<file path="config.mk">
export PLATFORM = sky130hd
export DESIGN_NAME = sram_pixel_reader
export DESIGN_NICKNAME = d
export VERILOG_FILES = /design/src/rtl/sram_pixel_reader.sv
export SDC_FILE = /design/constraint.sdc
export NUM_CORES = 1
export LEC_CHECK = 0
export BUFFER_PORTS_ARGS = -buffer_cell sky130_fd_sc_hd__buf_2
export CAP_MARGIN = 25
export CELL_PAD_IN_SITES_DETAIL_PLACEMENT = 1
export CELL_PAD_IN_SITES_GLOBAL_PLACEMENT = 2
export CORE_UTILIZATION = 44
export DETAILED_ROUTE_END_ITERATION = 12
export PLACE_DENSITY_LB_ADDON = 0.3
export SYNTH_ARGS = -nofsm -noshare
export SYNTH_HDL_FRONTEND = slang
export SYNTH_SLANG_ARGS = --single-unit
</file>
<file path="constraint.sdc">
create_clock -name clk -period 5.3 [get_ports clk]
set_clock_uncertainty 0.05 [all_clocks]
set_input_delay 0.795 -clock clk [delete_from_list [all_inputs] [get_ports clk]]
set_output_delay 0.795 -clock clk [all_outputs]
set_load 0.03 [all_outputs]
</file>
<file path="src/rtl/sram_pixel_reader.sv">
// Frame-buffer read side: fetches colour words from SRAM into a small FIFO
// and replays each word across PIX_PER_WORD active pixels.
module sram_pixel_reader #(
    parameter int COLS         = 100,
    parameter int ROWS         = 600,
    parameter int PIX_PER_WORD = 8,
    parameter int FIFO_DEPTH   = 4,
    parameter int READ_LAT     = 2
) (
    input  logic        clk,
    input  logic        rst,
    input  logic        write,
    input  logic        frame_start,
    input  logic        pix_en,
    output logic [15:0] mem_addr,
    output logic        mem_oe,
    input  logic [5:0]  mem_data,
    output logic [5:0]  pix_rgb,
    output logic        underflow
);

    localparam int CW = (COLS > 1) ? $clog2(COLS) : 1;
    localparam int RW = (ROWS > 1) ? $clog2(ROWS) : 1;
    localparam int AW = (FIFO_DEPTH > 1) ? $clog2(FIFO_DEPTH) : 1;
    localparam int PW = (PIX_PER_WORD > 1) ? $clog2(PIX_PER_WORD) : 1;
    localparam int LW = (READ_LAT > 1) ? $clog2(READ_LAT) : 1;

    localparam logic [CW-1:0] COL_LAST  = CW'(COLS - 1);
    localparam logic [RW-1:0] ROW_LAST  = RW'(ROWS - 1);
    localparam logic [15:0]   LINE_STEP = 16'(COLS);
    localparam logic [AW:0]   FULL      = (AW + 1)'(FIFO_DEPTH);
    localparam logic [PW-1:0] PIX_LAST  = PW'(PIX_PER_WORD - 1);
    localparam logic [LW-1:0] LAT_LAST  = LW'(READ_LAT - 1);

    typedef enum logic [1:0] {
        S_IDLE,
        S_ISSUE,
        S_WAIT,
        S_PUSH
    } state_t;

    state_t        state;
    logic [CW-1:0] col;
    logic [RW-1:0] row;
    logic [15:0]   base;
    logic [LW-1:0] lat;
    logic          oe_q;
    logic [15:0]   addr_q;
    logic [5:0]    word_q;

    logic [5:0]    fifo [FIFO_DEPTH];
    logic [AW-1:0] wr_ptr;
    logic [AW-1:0] rd_ptr;
    logic [AW:0]   count;

    logic [PW-1:0] pcnt;
    logic [5:0]    pix_q;
    logic          under_q;

    logic push;
    logic pop;

    always_comb begin
        push = (state == S_PUSH);
        pop  = pix_en && (count != '0) && (pcnt == PIX_LAST);
    end

    // Gating here keeps the bus released the very cycle a write window opens.
    assign mem_oe    = oe_q & ~write;
    assign mem_addr  = addr_q;
    assign pix_rgb   = pix_q;
    assign underflow = under_q;

    always_ff @(posedge clk) begin
        if (push) begin
            fifo[wr_ptr] <= word_q;
        end
    end

    always_ff @(posedge clk or posedge rst) begin
        if (rst) begin
            state   <= S_IDLE;
            col     <= '0;
            row     <= '0;
            base    <= '0;
            lat     <= '0;
            oe_q    <= 1'b0;
            addr_q  <= '0;
            word_q  <= '0;
            wr_ptr  <= '0;
            rd_ptr  <= '0;
            count   <= '0;
            pcnt    <= '0;
            pix_q   <= '0;
            under_q <= 1'b0;
        end else if (frame_start) begin
            state   <= S_IDLE;
            col     <= '0;
            row     <= '0;
            base    <= '0;
            lat     <= '0;
            oe_q    <= 1'b0;
            wr_ptr  <= '0;
            rd_ptr  <= '0;
            count   <= '0;
            pcnt    <= '0;
            pix_q   <= '0;
            under_q <= 1'b0;
        end else begin
            unique case (state)
                S_IDLE: begin
                    if (!write && count != FULL) begin
                        state <= S_ISSUE;
                    end
                end
                S_ISSUE: begin
                    if (write) begin
                        state <= S_IDLE;
                    end else begin
                        addr_q <= base + 16'(col);
                        oe_q   <= 1'b1;
                        lat    <= '0;
                        state  <= S_WAIT;
                    end
                end
                S_WAIT: begin
                    if (write) begin
                        oe_q  <= 1'b0;
                        state <= S_IDLE;
                    end else if (lat == LAT_LAST) begin
                        word_q <= mem_data;
                        oe_q   <= 1'b0;
                        state  <= S_PUSH;
                    end else begin
                        lat <= lat + 1'b1;
                    end
                end
                S_PUSH: begin
                    oe_q  <= 1'b0;
                    state <= S_IDLE;
                    if (col == COL_LAST) begin
                        col <= '0;
                        if (row == ROW_LAST) begin
                            row  <= '0;
                            base <= '0;
                        end else begin
                            row  <= row + 1'b1;
                            base <= base + LINE_STEP;
                        end
                    end else begin
                        col <= col + 1'b1;
                    end
                end
                default: state <= S_IDLE;
            endcase

            if (push) begin
                wr_ptr <= wr_ptr + 1'b1;
            end
            if (pop) begin
                rd_ptr <= rd_ptr + 1'b1;
            end
            count <= count + (AW + 1)'(push) - (AW + 1)'(pop);

            // An empty FIFO holds the pixel counter so the next word starts fresh.
            if (pix_en) begin
                if (count == '0) begin
                    pix_q   <= '0;
                    under_q <= 1'b1;
                end else begin
                    pix_q <= fifo[rd_ptr];
                    if (pcnt == PIX_LAST) begin
                        pcnt <= '0;
                    end else begin
                        pcnt <= pcnt + 1'b1;
                    end
                end
            end else begin
                pix_q <= '0;
            end
        end
    end

endmodule

</file>
; ---- Word-level counts from Yosys, hierarchy flattened
; Memory sizes are Yosys's and may differ from the RTL's.
; Index checks and enable logic that the tools add are counted.
[totals]
regBits = 76
latchBits = 0
mem_bits_rw = 24
romBits = 0
in_bits = 11
output_inout_bits = 24
elab_cells = 106
memories = 1
[memory_table]
columns = memory, words, width, read_ports, rd_ports_with_merged_regs, write_ports, line
row1 = fifo, 4, 6, 1, 0, 1, 51  ; logic [5:0] fifo [FIFO_DEPTH];
[op_classes]
n_addsub = 10
mul = 0
div_mod_pow = 0
n_lt_le_gt_ge = 0
n_eq_ne = 12
shifts = 0
mux = 44
n_bitwise = 3
n_reduce_logical = 22
[ops]
columns = operator, n
row1 = 16-bit two-way mux, 4
row2 = 10-bit two-way mux, 4
row3 = 7-bit two-way mux, 3
row4 = 2-bit two-way mux, 9
row5 = 6-bit two-way mux, 3
row6 = 16-bit by 7-bit adder with 16-bit output, 1
row7 = "16-bit by 7-bit adder with 16-bit output, second input constant", 1
row8 = 3-bit two-way mux, 5
row9 = 1-bit two-way mux, 13
row10 = "3-bit inequality test, second input constant", 4
row11 = "10-bit by 1-bit adder with 10-bit output, second input constant", 1
row12 = "10-bit == test, second input constant", 1
row13 = 2-bit nonzero test, 5
row14 = 3-bit AND reduction, 3
row15 = 2-bit one-hot mux with 4 select lines, 1
row16 = 2-bit AND reduction, 4
row17 = "7-bit by 1-bit adder with 7-bit output, second input constant", 1
row18 = "7-bit == test, second input constant", 1
row19 = 3-bit nonzero test, 2
row20 = "2-bit by 1-bit adder with 2-bit output, second input constant", 2
row21 = "2-bit == test, second input constant", 2
row22 = "4-bit inequality test, second input constant", 1
row23 = 4-bit AND reduction, 1
row24 = 4-bit nonzero test, 1
row25 = 15 further kinds, 18

; ---- Longest topological paths before layout
[logic_depth]
ltp_word = 5
mapped_depth = 10
depth_no_buf = 10

; ---- Worst setup path after synthesis
; No wires, ideal clock.
[synth_timing]
kind = input -> register
start = input port pix_en
end = register count[2]
setup_time_ps = 132
arrival_time_ps = 2198
required_time_ps = 5118
path_slack_ps = 2921
stages = 9
n_path_buf = 0
path_cell_list = o31a_1 -> and2_1 -> ha_1 -> inv_1 -> ha_1 -> inv_1 -> fa_1 -> xnor2_1 -> nor2_1
[synth_via]
elab_chain_len = 4
[synth_rtl]
columns = item, line
row1 = "start, declared", 14  ; input logic pix_en,
row2 = 1-bit logical AND (2 in series), 65  ; pop = pix_en && (count != '0) && (pcnt == PIX_LAST);
row3 = 3-bit by 1-bit subtractor with 3-bit output, 163  ; count <= count + (AW + 1)'(push) - (AW + 1)'(pop);
row4 = 3-bit two-way mux, 96  ; end else if (frame_start) begin
row5 = "end signal, assigned", 163
row6 = "end, declared", 54  ; logic [AW:0] count;
; No other way between the ends.
; A chain may end at the register's enable or synchronous reset.

; ---- Final worst setup path
[layout_timing]
start = register state[1]
end = register row[5]
[layout_via]
elab_chain_len = 3
[layout_rtl]
columns = item, line
row1 = "start, declared", 42  ; state_t state;
row2 = "start signal, assigned", 82  ; state <= S_IDLE;
row3 = "start signal, assigned", 97  ; state <= S_IDLE;
row4 = "start signal, assigned", 113  ; state <= S_ISSUE;
row5 = 2-bit == test, 110  ; unique case (state)
row6 = 2-bit nonzero test (no source line), -
row7 = 2-bit AND reduction (no source line), -
row8 = "end signal, assigned", 147  ; row <= row + 1'b1;
row9 = "end, declared", 44  ; logic [RW-1:0] row;
; No other way between the ends.

==> flow_results.org <==
** Yosys
- Synthesized area per cell :: 11.17 um2
- The synthesized netlist devotes 2.291% of its cell area to XOR and XNOR gates.
- Share of cell area taken by muxes after synthesis :: 4.708%
- Fraction of registers with async set/reset :: 75.51%
- In this run, synthesis produced a sequential element count of 98.
- Syn Inst Count :: 445
- In this run the cell area of the synthesized design comes to 0.004970 mm2.
- Fraction of the yosys area taken by sequential cells :: 51.76%
- After synthesis, the largest family of logic cells by area is simple AND/OR/NAND/NOR gates.
- In this run, synthesis inferred 24 flip-flops with an integrated enable.
- Yosys cell types :: 65
- For this run, the leading register cell type out of synthesis is sky130_fd_sc_hd__dfrtp_1.
- Synth warn :: 0
- The synthesized netlist devotes 17.15% of its cell area to simple gates.
- The number of nets handed over by synthesis was 478.
- Share of synthesized cell area in full adder, half adder and majority cells :: 5.690%
- Post-synthesis compound-gate area fraction :: 13.90%

** Placement
- Detailed placement finished with a half-perimeter wire length of 8.084 mm.
- Placement Setup Slack :: 2.571 ns
- Number of cells after detailed placement :: 599
- Placed Area :: 0.005194 mm2
- # port buffers :: 34
- Routability congestion estimate :: 0.7550

** Timing
- After layout, the worst path uses 48.45% of the clock period.
- Setup violators final :: 0
- The final-report hold violation count is 0.
- In this run the tightest slew margin relative to its limit is 44.68%.
- Worst slew pin tran :: 0.8286 ns
- After layout, the worst setup slack is 2.732 ns.
- On the final layout, the worst hold slack is 0.4448 ns.
- Setup repair after global routing left no endpoint under its margin.
- Timing would allow up to 389.4 MHz.
- The final-report max-slew violation count came to 0.
- Final critical-path required period :: 2.568 ns
- Setup total negative slack on the finished layout was measured at 0 ns.

** Pwr
- Power after layout :: 1.550 mW
- PwrDens :: 283.2 mW/mm2
- The analysis attributes to cell leakage a power of 2.374 nW.
- Maximum vdd ir drop :: 0.1739 mV

** Job
- Across the run, the number of max-cap violations was 0.

** Cells and area
- In the layout the commonest cells are 74 x sky130_fd_sc_hd__dfrtp_1, 34 x sky130_fd_sc_hd__buf_2, 31 x sky130_fd_sc_hd__nand2_1.
- After the last flow step, the layout net total stands at 503.
- 0 antenna diodes ended up in the layout.
- Summing all non-filler instances in the final layout gives an area of 0.005474 mm2.
- Layout overhead on the synthesized area :: 10.15%
- Share of final-layout standard cells stronger than drive strength 1 :: 17.05%
- Post-layout util :: 50.06%
- Number of non-filler instances in the completed layout :: 615
- Most common cell after layout, fill and taps aside :: sky130_fd_sc_hd__dfrtp_1

** Clock tree
- TritonCTS built the clock tree.
- Clock Path Buffers :: 2
- Post-CTS Setup Bufs :: 0
- Clock-pin slew was measured on the worst setup and hold paths at 0.07 ns.
- The H-tree was split into 3 levels.
- TritonCTS created 9 clock buffers.
- Buffers inserted to repair hold after CTS numbered 0.
- Once the clock tree was built, the resizer swapped 0 gates to a different size.
- Clock latency on the worst-skew pair :: 0.35 ns
- Clock root buffer master :: sky130_fd_sc_hd__clkbuf_16
- The clock drives 98 sinks.

** Route
- Post-route DRC :: 0
- The first routing iteration left 190 violations.
- For this run, the detailed router's first-pass iteration total came to 6.
- Post-DR vias/cell :: 5.937
- The count of nets left with antenna violations once routing finished came out at 0.
- After detailed routing, the average wire length per cell comes to 19.39 um.
- Summing over every cut layer, the via total after detailed routing is 3651.
- Post-Route WL :: 11.93 mm

** Global route
- The initial antenna violation count was 0.
- Via count of the first global-routing pass :: 3740
- Global router's overall resource usage :: 22.19%
- Entering global routing, the biggest net connects 39 pins.
- The total overflow left after global routing is 0.
- Global-route wire length before repair :: 19.69 mm

** Min path
- Type of the worst min-delay path :: register to register

** Worst setup path
- Across all register-to-register paths, the minimum setup slack is 2.73 ns.
- STA classifies the critical path endpoint as a register.
- Critical-path cell list :: ha_1, and3_2, a21oi_2, buf_4, or4_1, a21oi_1
- The worst setup path is launched from a register.
- The critical path in this run is classified as register to register.
- Slowest stage cell on the critical path :: sky130_fd_sc_hd__ha_1
- At the worst endpoint, the arrival time is 2.79 ns.
- Number of buffers and inverters on the critical path :: 1
- Delay of the slowest cell on the worst path :: 0.65 ns
- Crit path required time :: 5.52 ns
- Grouping stages by cell kind, the critical path spends the most delay in simple AND/OR/NAND/NOR gates.
- Largest fanout on the critical path :: 38

** Floorplan
- For this configuration, the core starts out at a cell density of 45.45%.
- Floorplan core area :: 0.01094 mm2
- Die height :: 108.3 um
- Io pins :: 35
- The floorplan step defined a die boundary enclosing 0.01172 mm2.
- The initialized floorplan defines 38 standard-cell rows.
- X dimension of the die :: 108.3 um

** Run status
- Outcome :: complete, no violations
-- layer usage --
| metal | global-route usage, % | part of all wire (%) |
|---|---|---|
| met5 | 0 | 0 |
| met4 | 7.046 | 1.3 |
| met3 | 3.858 | 2.2 |
| met2 | 36.90 | 49 |
| met1 | 29.50 | 47 |
-- area by class of cell --
class,instances,area (um2)
Clock buffer,10,229.0
Fill cell,1204,5461
Inverter,16,60.06
Clock inverter,6,51.30
Timing Repair Buffer,39,207.7
Tap cell,140,175.2
Multi-Input combinational cell,306,2178
Sequential cell,98,2572
-- cells in the mapped netlist (11+ instances only) --
cell                       count  area, um2
sky130_fd_sc_hd__clkbuf_1     12      45.04
sky130_fd_sc_hd__inv_1        15      56.30
sky130_fd_sc_hd__nand2_1      31      116.4
sky130_fd_sc_hd__ha_1         21      262.8
sky130_fd_sc_hd__nor2_1       26      97.59
sky130_fd_sc_hd__o31ai_1      16      120.1
sky130_fd_sc_hd__edfxtp_1     24      720.7
sky130_fd_sc_hd__nand3_1      20      100.1
sky130_fd_sc_hd__a21oi_1      29      145.1
sky130_fd_sc_hd__and3_1       11      68.82
sky130_fd_sc_hd__or4_1        15      112.6
sky130_fd_sc_hd__o21ai_0      16      80.08
sky130_fd_sc_hd__dfrtp_1      74       1852
-- where the power goes --
group          switching [mW]  total (mW)  internal [mW]
clock                   0.301       0.625          0.324
sequential             0.0100       0.798          0.788
combinational          0.0908       0.127         0.0361
-- flip-flops by register name, indices dropped and copies added, names as in the netlist --
signal and cells:
mem_addr 16, col 7, pcnt 3, count 3, fifo 24, row 10, underflow 1, rd_ptr 2
pix_rgb 6, state 2, wr_ptr 2, word_q 6, oe_q 1, lat 1, base 14
-- kinds of logic (layout without fill, tap and decap cells) --
group,Yosys count,after routing
buf+inv,41,71
xor+xnor,13,13
fa+ha+maj,22,22
mux,15,15
simple gates,153,153
flops,98,98
compound gates,103,103
-- worst paths after layout --
kind | endpoint | from | depth (start not counted)
hold / removal | underflow | underflow | 2
min in group asynchronous | mem_addr[14] | rst | 2
max in group asynchronous | underflow | rst | 3
hold reg to reg | underflow | underflow | 2
setup / recovery | row[5] | state[1] | 6
setup reg to reg | row[5] | state[1] | 6
-- worst register-to-register path, delay by kind of cell, from the launching register on --
kind	cells	cell delay [ns]
AND/OR/NAND/NOR	2	0.92
adder cells (fa/ha/maj)	1	0.65
flip-flops	1	0.39
buffers and inverters	1	0.26
AO/OA/AOI/OAI	2	0.21
Power figures use the tool's default switching activity.
